==> src/rtl/key_pio_pkg.sv <==
// Shared constants and helpers for the key input PIO: register addresses,
// edge-selection codes and a constant-evaluable ceiling log2.
package key_pio_pkg;

    localparam logic [1:0] ADDR_DATA    = 2'd0;
    localparam logic [1:0] ADDR_IRQMASK = 2'd2;
    localparam logic [1:0] ADDR_EDGECAP = 2'd3;

    localparam int EDGE_PRESS   = 0;
    localparam int EDGE_RELEASE = 1;
    localparam int EDGE_BOTH    = 2;

    // Smallest r with 2**r >= value; clog2(N+1) gives the bits needed to hold N.
    function automatic int clog2(input int value);
        int r;
        r = 0;
        while ((longint'(1) << r) < longint'(value)) begin
            r = r + 1;
        end
        return r;
    endfunction

endpackage

==> src/rtl/key_debounce.sv <==
// One key bit: 2-flop synchroniser, stable-time debounce counter and
// debounced state, with single-cycle press/release pulses on each change.
module key_debounce
    import key_pio_pkg::*;
#(
    parameter int   DEBOUNCE_CYCLES = 1250000,
    parameter logic IDLE_LEVEL      = 1'b1
) (
    input  logic clk,
    input  logic rst,
    input  logic key_in,
    output logic state,
    output logic press_pulse,
    output logic release_pulse
);

    localparam int                CNT_W    = clog2(DEBOUNCE_CYCLES + 1);
    localparam logic [CNT_W-1:0] CNT_LAST = CNT_W'(DEBOUNCE_CYCLES - 1);
    localparam logic [CNT_W-1:0] CNT_ONE  = CNT_W'(1);

    logic             sync_p0;
    logic             sync_p1;
    logic [CNT_W-1:0] cnt;
    logic             differ;
    logic             settle;

    assign differ = (sync_p1 != state);
    // Counter tops out at CNT_LAST and is cleared on the same edge, so it never wraps.
    assign settle = differ && (cnt == CNT_LAST);

    // Pulses come out the cycle before state flips, so EDGECAP sets on the same edge as DATA.
    assign press_pulse   = settle && (state == IDLE_LEVEL);
    assign release_pulse = settle && (state != IDLE_LEVEL);

    // Stage p0/p1: synchroniser; then debounce counter and state
    always_ff @(posedge clk) begin
        if (rst) begin
            sync_p0 <= IDLE_LEVEL;
            sync_p1 <= IDLE_LEVEL;
            state   <= IDLE_LEVEL;
            cnt     <= '0;
        end else begin
            sync_p0 <= key_in;
            sync_p1 <= sync_p0;
            if (!differ) begin
                cnt <= '0;
            end else if (settle) begin
                state <= sync_p1;
                cnt   <= '0;
            end else begin
                cnt <= cnt + CNT_ONE;
            end
        end
    end

endmodule

==> src/rtl/key_pio_in.sv <==
// Avalon-MM key/switch input PIO: debounced DATA, IRQMASK, write-1-to-clear
// EDGECAP and a registered level interrupt.
module key_pio_in
    import key_pio_pkg::*;
#(
    parameter int   WIDTH           = 4,
    parameter int   DEBOUNCE_CYCLES = 1250000,
    parameter logic IDLE_LEVEL      = 1'b1,
    parameter int   EDGE_TYPE       = EDGE_PRESS
) (
    input  logic             clk,
    input  logic             rst,
    input  logic [WIDTH-1:0] keys_in,
    input  logic [1:0]       avs_address,
    input  logic             avs_read,
    input  logic             avs_write,
    input  logic [31:0]      avs_writedata,
    output logic [31:0]      avs_readdata,
    output logic             irq
);

    logic [WIDTH-1:0] key_state;
    logic [WIDTH-1:0] press;
    logic [WIDTH-1:0] release_ev;
    logic [WIDTH-1:0] pulse;
    logic [WIDTH-1:0] irq_mask;
    logic [WIDTH-1:0] edge_cap;
    logic [WIDTH-1:0] edge_clr;
    logic [31:0]      read_mux;
    logic             unused_wdata;

    assign unused_wdata = &{1'b0, avs_writedata};

    for (genvar i = 0; i < WIDTH; i++) begin : g_key
        key_debounce #(
            .DEBOUNCE_CYCLES (DEBOUNCE_CYCLES),
            .IDLE_LEVEL      (IDLE_LEVEL)
        ) u_debounce (
            .clk           (clk),
            .rst           (rst),
            .key_in        (keys_in[i]),
            .state         (key_state[i]),
            .press_pulse   (press[i]),
            .release_pulse (release_ev[i])
        );
    end

    always_comb begin
        pulse = '0;
        case (EDGE_TYPE)
            EDGE_RELEASE: pulse = release_ev;
            EDGE_BOTH:    pulse = press | release_ev;
            default:      pulse = press;
        endcase
    end

    assign edge_clr = (avs_write && (avs_address == ADDR_EDGECAP)) ?
                      avs_writedata[WIDTH-1:0] : '0;

    always_comb begin
        read_mux = '0;
        case (avs_address)
            ADDR_DATA:    read_mux[WIDTH-1:0] = key_state;
            ADDR_IRQMASK: read_mux[WIDTH-1:0] = irq_mask;
            ADDR_EDGECAP: read_mux[WIDTH-1:0] = edge_cap;
            default:      read_mux = '0;
        endcase
    end

    // Register stage: all state sampled from pre-write values, so a same-cycle
    // read sees the old contents and a capture pulse beats a clear.
    always_ff @(posedge clk) begin
        if (rst) begin
            irq_mask     <= '0;
            edge_cap     <= '0;
            irq          <= 1'b0;
            avs_readdata <= '0;
        end else begin
            if (avs_write && (avs_address == ADDR_IRQMASK)) begin
                irq_mask <= avs_writedata[WIDTH-1:0];
            end
            edge_cap <= (edge_cap & ~edge_clr) | pulse;
            irq      <= |(edge_cap & irq_mask);
            if (avs_read) begin
                avs_readdata <= read_mux;
            end
        end
    end

endmodule
==> config.mk <==
export PLATFORM = sky130hd
export DESIGN_NAME = key_pio_in
export DESIGN_NICKNAME = d
export VERILOG_FILES = /design/src/rtl/key_pio_pkg.sv /design/src/rtl/key_debounce.sv /design/src/rtl/key_pio_in.sv
export SDC_FILE = /design/constraint.sdc
export NUM_CORES = 1
export LEC_CHECK = 0
export ABC_AREA = 1
export CAP_MARGIN = 20
export CORE_UTILIZATION = 55
export CTS_BUF_LIST = sky130_fd_sc_hd__clkbuf_4
export CTS_CLUSTER_DIAMETER = 150
export DETAILED_ROUTE_END_ITERATION = 12
export PLACE_DENSITY_LB_ADDON = 0.3
export SLEW_MARGIN = 20
export SYNTH_ARGS = -nofsm -noshare
export SYNTH_HDL_FRONTEND = slang
export SYNTH_SLANG_ARGS = --single-unit
==> constraint.sdc <==
create_clock -name clk -period 2.4 [get_ports clk]
set_input_delay 0.24 -clock clk [delete_from_list [all_inputs] [get_ports clk]]
set_output_delay 0.24 -clock clk [all_outputs]
set_load 0.02 [all_outputs]
* After elaboration in Yosys (flattened, before gate mapping)
Cells that the tools add are included.
** Operators by class
- Mux-type cells :: 2
- Eq/ne operators :: 10
- Add/sub/neg operators :: 4
- Bitwise operators :: 8
- Reductions and logical operators :: 20
** Operator list (count)
- 21-bit by 1-bit adder with 21-bit output (second input constant) :: 4
- 21-bit == test (second input constant) :: 4
- 4-bit case mux with 3 select lines :: 1
- 3-bit OR reduction :: 4
- 1-bit logical AND :: 10
- 4-bit AND :: 2
- 2-bit AND reduction :: 4
- 2-bit == test (second input constant) :: 2
- 4-bit 2-to-1 mux :: 1
- 1-bit != test :: 4
- 1-bit NOT :: 4
- 4-bit NOT :: 1
- 4-bit OR :: 1
- 4-bit OR reduction :: 1
- 2-bit zero test :: 1
** Word-level totals
- Logic and storage cells :: 64
- Flip-flop bits (word level) :: 109
- Input port bits :: 42
- Output and inout port bits :: 33

* Depth between registers and ports, before layout
- Word-level depth :: 6
- Gate-level depth with buffers :: 9
- Gate-level depth less buffers :: 9

* By module
Synthesis repeated with hierarchy kept, for this count alone.
** Unflattened totals
- Cells, all modules :: 826
- Area, all modules :: 5699.2 sq um
** By module, submodules not included
- key_debounce :: area each 1223.7 sq um, cells an instance 179, times used 4, seq. area each 480.5 sq um
- key_pio_in :: area each 804.5 sq um, cells an instance 110, times used 1, seq. area each 260.2 sq um

* Least setup slack after synthesis
OpenSTA, ideal clock, no wires.
- Path type :: reg-to-reg
- From :: register g_key[2].u_debounce.cnt[0]
- To :: register g_key[2].u_debounce.cnt[11]
- Cell stages (with the launch flop) :: 10
- Buffers on the path :: 1
- Arrival :: 1286 ps
- Library setup time :: 115 ps
- Data required time :: 2285 ps
- Slack :: 999 ps
- Clock period less this slack :: 1401 ps
- Cell sequence :: dfxtp_1 -> ha_1 -> nand2_2 -> inv_1 -> nand2_1 -> nor2_1 -> nand3_1 -> nand3_2 -> buf_6 -> nor2_1
** Between the ends
- Longest elaborated chain between the ends :: 3
- Elaborated cells on any way between the ends :: 4
- Those cells by class :: add/sub: 1; eq/ne: 1; reduce/logical: 2
** Ends and longest elaborated chain
- from (decl) :: line key_debounce.sv:23 : logic [CNT_W-1:0] cnt;
- from (signal assigned) :: line key_debounce.sv:51 : cnt <= cnt + CNT_ONE;
- branches (longest 3 deep; another with 21-bit by 1-bit adder with 21-bit output)
Several ways; the timed one is not identified.
A chain may end at the register's enable or synchronous reset.

* Final worst setup path
- From :: register g_key[2].u_debounce.cnt[0]
- To :: register g_key[2].u_debounce.cnt[13]
The elaborated chain is that of the path after synthesis.

==> qor.csv <==
metric,value,unit
status,completed,
final clock skew,19.7,ps
Die Y-Extent,103,um
prevailing post-synth register cell,dfxtp_1,
area of the multi-input gates,3020,um^2
hold_ws,306,ps
grt ovf,0,
worst setup path startpoint,g_key[2].u_debounce.cnt[0]$_SDFF_PP0_,
RSZ-0062 raised after global routing,no,
global-route wire length before repair,18900,um
Num CTS Buffers,9,
fin nets,876,
RR Startpoint,g_key[2].u_debounce.cnt[0]$_SDFF_PP0_,
final setup vio count,0,
GP Congestion,0.936,
CTS HTree Levels,3,
register area share after synthesis,0.387,
Slew Limit Fails,0,
most frequent cells in the layout,"185 x nand2_1, 165 x nor2_1, 109 x dfxtp_1, 61 x inv_1, 48 x a21oi_1",
vias in the first global route,4492,
nature of the critical path startpoint,register,
Hold Path Class,in2reg,
first-pass detailed-route iteration total,4,
syn_area_per_cell,6.98,um^2
clk sinks,109,
kind of critical path,reg2reg,
Worst Setup End Kind,register,
Fin Setup TNS,0,ps
Clock Pin Slew Worst Setup and Hold Paths,160,ps
core area,9860,um^2
# IOs,75,
Chip Width,103,um
worst reg-to-reg setup slack,610,ps
TritonCTS clock tree,done,
routed wire length,10900,um
"slowest stage delay, CP",380,ps
# fillers,936,
Post-Syn Instances,808,
Iter 0 DRT Violations,144,
largest net degree at the start of global routing,22,
Max-Cap Viols,0,
maximum clock path buffer count,2,
Pwr Total,2.97,mW
Port Buffers,18,
Reg area,2180,um^2
"flops & latches, synth",109,
ant diodes,0,
GR Util All Layers,0.227,
post-route ant nets,0,
CTS root buf,clkbuf_4,
Worst EP required,2800,ps
initial antenna violation count,0,
drt drc,0,
critical-path maximum fanout,21,
leakage power total,1.87,nW
Initial Util,0.572,
Max Fclk,560,MHz
ratio of cells with drive above 1 in the final layout,0.0838,
Final Hold Vio Count,0,
Tcrit/Tclk final,0.744,
ys async rst share,0,
Detailed Place HPWL,8450,um
Area Growth Syn to Fin,6.15,%
post-CTS resize count,0,
Synth cell types,37,
Worst VDD drop,0.332,mV
Crit-path slowest cell,dfxtp_1,
Vias,4808,
hold buffer count at CTS,0,
Die Area,10700,um^2
Final Critical Period,1790,ps
Worst EP arrival,2190,ps
number of setup buffers added after CTS,0,
hold_sp,keys_in[0],
Post-synth EDFFs,0,
FP Rows,36,
Post-Syn Area,5640,um^2
worst-skew pair later-pin latency,480,ps
most common library cell in the layout ignoring fill and taps,nand2_1,
"Warnings, synthesis",0,
"Critical Path, Cell by Cell",ha_1 -> nand2_2 -> inv_1 -> nand2_1 -> nor2_1 -> nand3_1 -> nand3_2 -> a21oi_1,
WL/cell,11.3,um
pwr/cell area,497,nW/um^2
DR vias/cell,4.97,
==> power breakdown <==
| part | switching (mW) | internal, mW | leakage, nW |
|---|---|---|---|
| Sequential | 0.00885 | 1.82 | 0.881 |
| Combinational | 0.0895 | 0.0413 | 0.905 |
| Clock | 0.591 | 0.418 | 0.0850 |
==> per-layer routing <==
metal	global-route usage	share of wire	vias to the layer above	routed length, um
li1	-	-	2545	-
met1	0.265	0.46	2178	5040
met2	0.402	0.49	71	5390
met3	0.0585	0.031	14	342
met4	0.0802	0.014	0	148
met5	0	0	-	0
==> critical path: cells and delay by family (launching register included) <==
family / cells / cell delay, ps
flip-flops: 1 / 380
AO/OA/AOI/OAI: 1 / 250
adder cells (fa/ha/maj): 1 / 260
AND/OR/NAND/NOR: 5 / 770
buffers and inverters: 1 / 60
==> final cells by class <==
| type | instances | share of cell area |
|---|---|---|
| Inverter | 67 | 0.0422 |
| Timing Repair Buffer | 21 | 0.0339 |
| Tap cell | 133 | 0.0278 |
| Multi-Input combinational cell | 622 | 0.505 |
| Sequential cell | 109 | 0.365 |
| Clock buffer | 9 | 0.0113 |
| Clock inverter | 7 | 0.0151 |
==> cells in the mapped netlist, drive strengths merged (2+ instances only) <==
cell type / count / area, um^2
nand3b: 10 / 78.8
ha: 4 / 50.1
inv: 66 / 248
nor3: 7 / 40.0
nand3: 53 / 318
nand2: 195 / 762
and2: 2 / 12.5
clkbuf: 2 / 7.51
nand4: 17 / 106
xor2: 20 / 175
xnor2: 14 / 123
nor2: 180 / 753
dfxtp: 109 / 2180
or2: 18 / 113
nor3b: 2 / 15.0
a21oi: 49 / 249
o21ai: 20 / 100
buf: 35 / 274
==> through the flow <==
| stage | utilization | setup WS (ps) | area [um^2] | instances |
|---|---|---|---|---|
| 3_3_place_gp | 0.591 | 649 | 5830 | 952 |
| 3_5_place_dp | 0.591 | 611 | 5830 | 952 |
| 4_1_cts | 0.607 | 597 | 5980 | 968 |
| 2_1_floorplan | - | 999 | 5740 | 835 |
| 5_1_grt | 0.607 | 396 | 5980 | 968 |
| 6_report | 0.607 | 615 | 5980 | 968 |
==> final timing paths <==
path / cells past startpoint / end
max: 8 / g_key[2].u_debounce.cnt[13]$_SDFF_PP0_
min: 2 / g_key[0].u_debounce.sync_p0$_SDFF_PP1_
min reg2reg: 1 / g_key[1].u_debounce.sync_p1$_SDFF_PP1_
max reg2reg: 8 / g_key[2].u_debounce.cnt[13]$_SDFF_PP0_
==> cells by family after synthesis <==
family	synth area share
AOI/OAI and AO/OA	0.0659
xor gates and xnor gates	0.0528
adders and majority gates	0.00888
buffers and inverters	0.0948
DFF	0.387
other	0.000665
and+or+nand+nor	0.390
==> flip-flops by register name, indices dropped and copies added, names as in the netlist <==
signal	cells
avs_readdata	4
g_key.u_debounce.state	4
irq_mask	4
g_key.u_debounce.sync_p1	4
irq	1
edge_cap	4
g_key.u_debounce.cnt	84
g_key.u_debounce.sync_p0	4
Note: power is estimated with default switching activity, not from simulation.
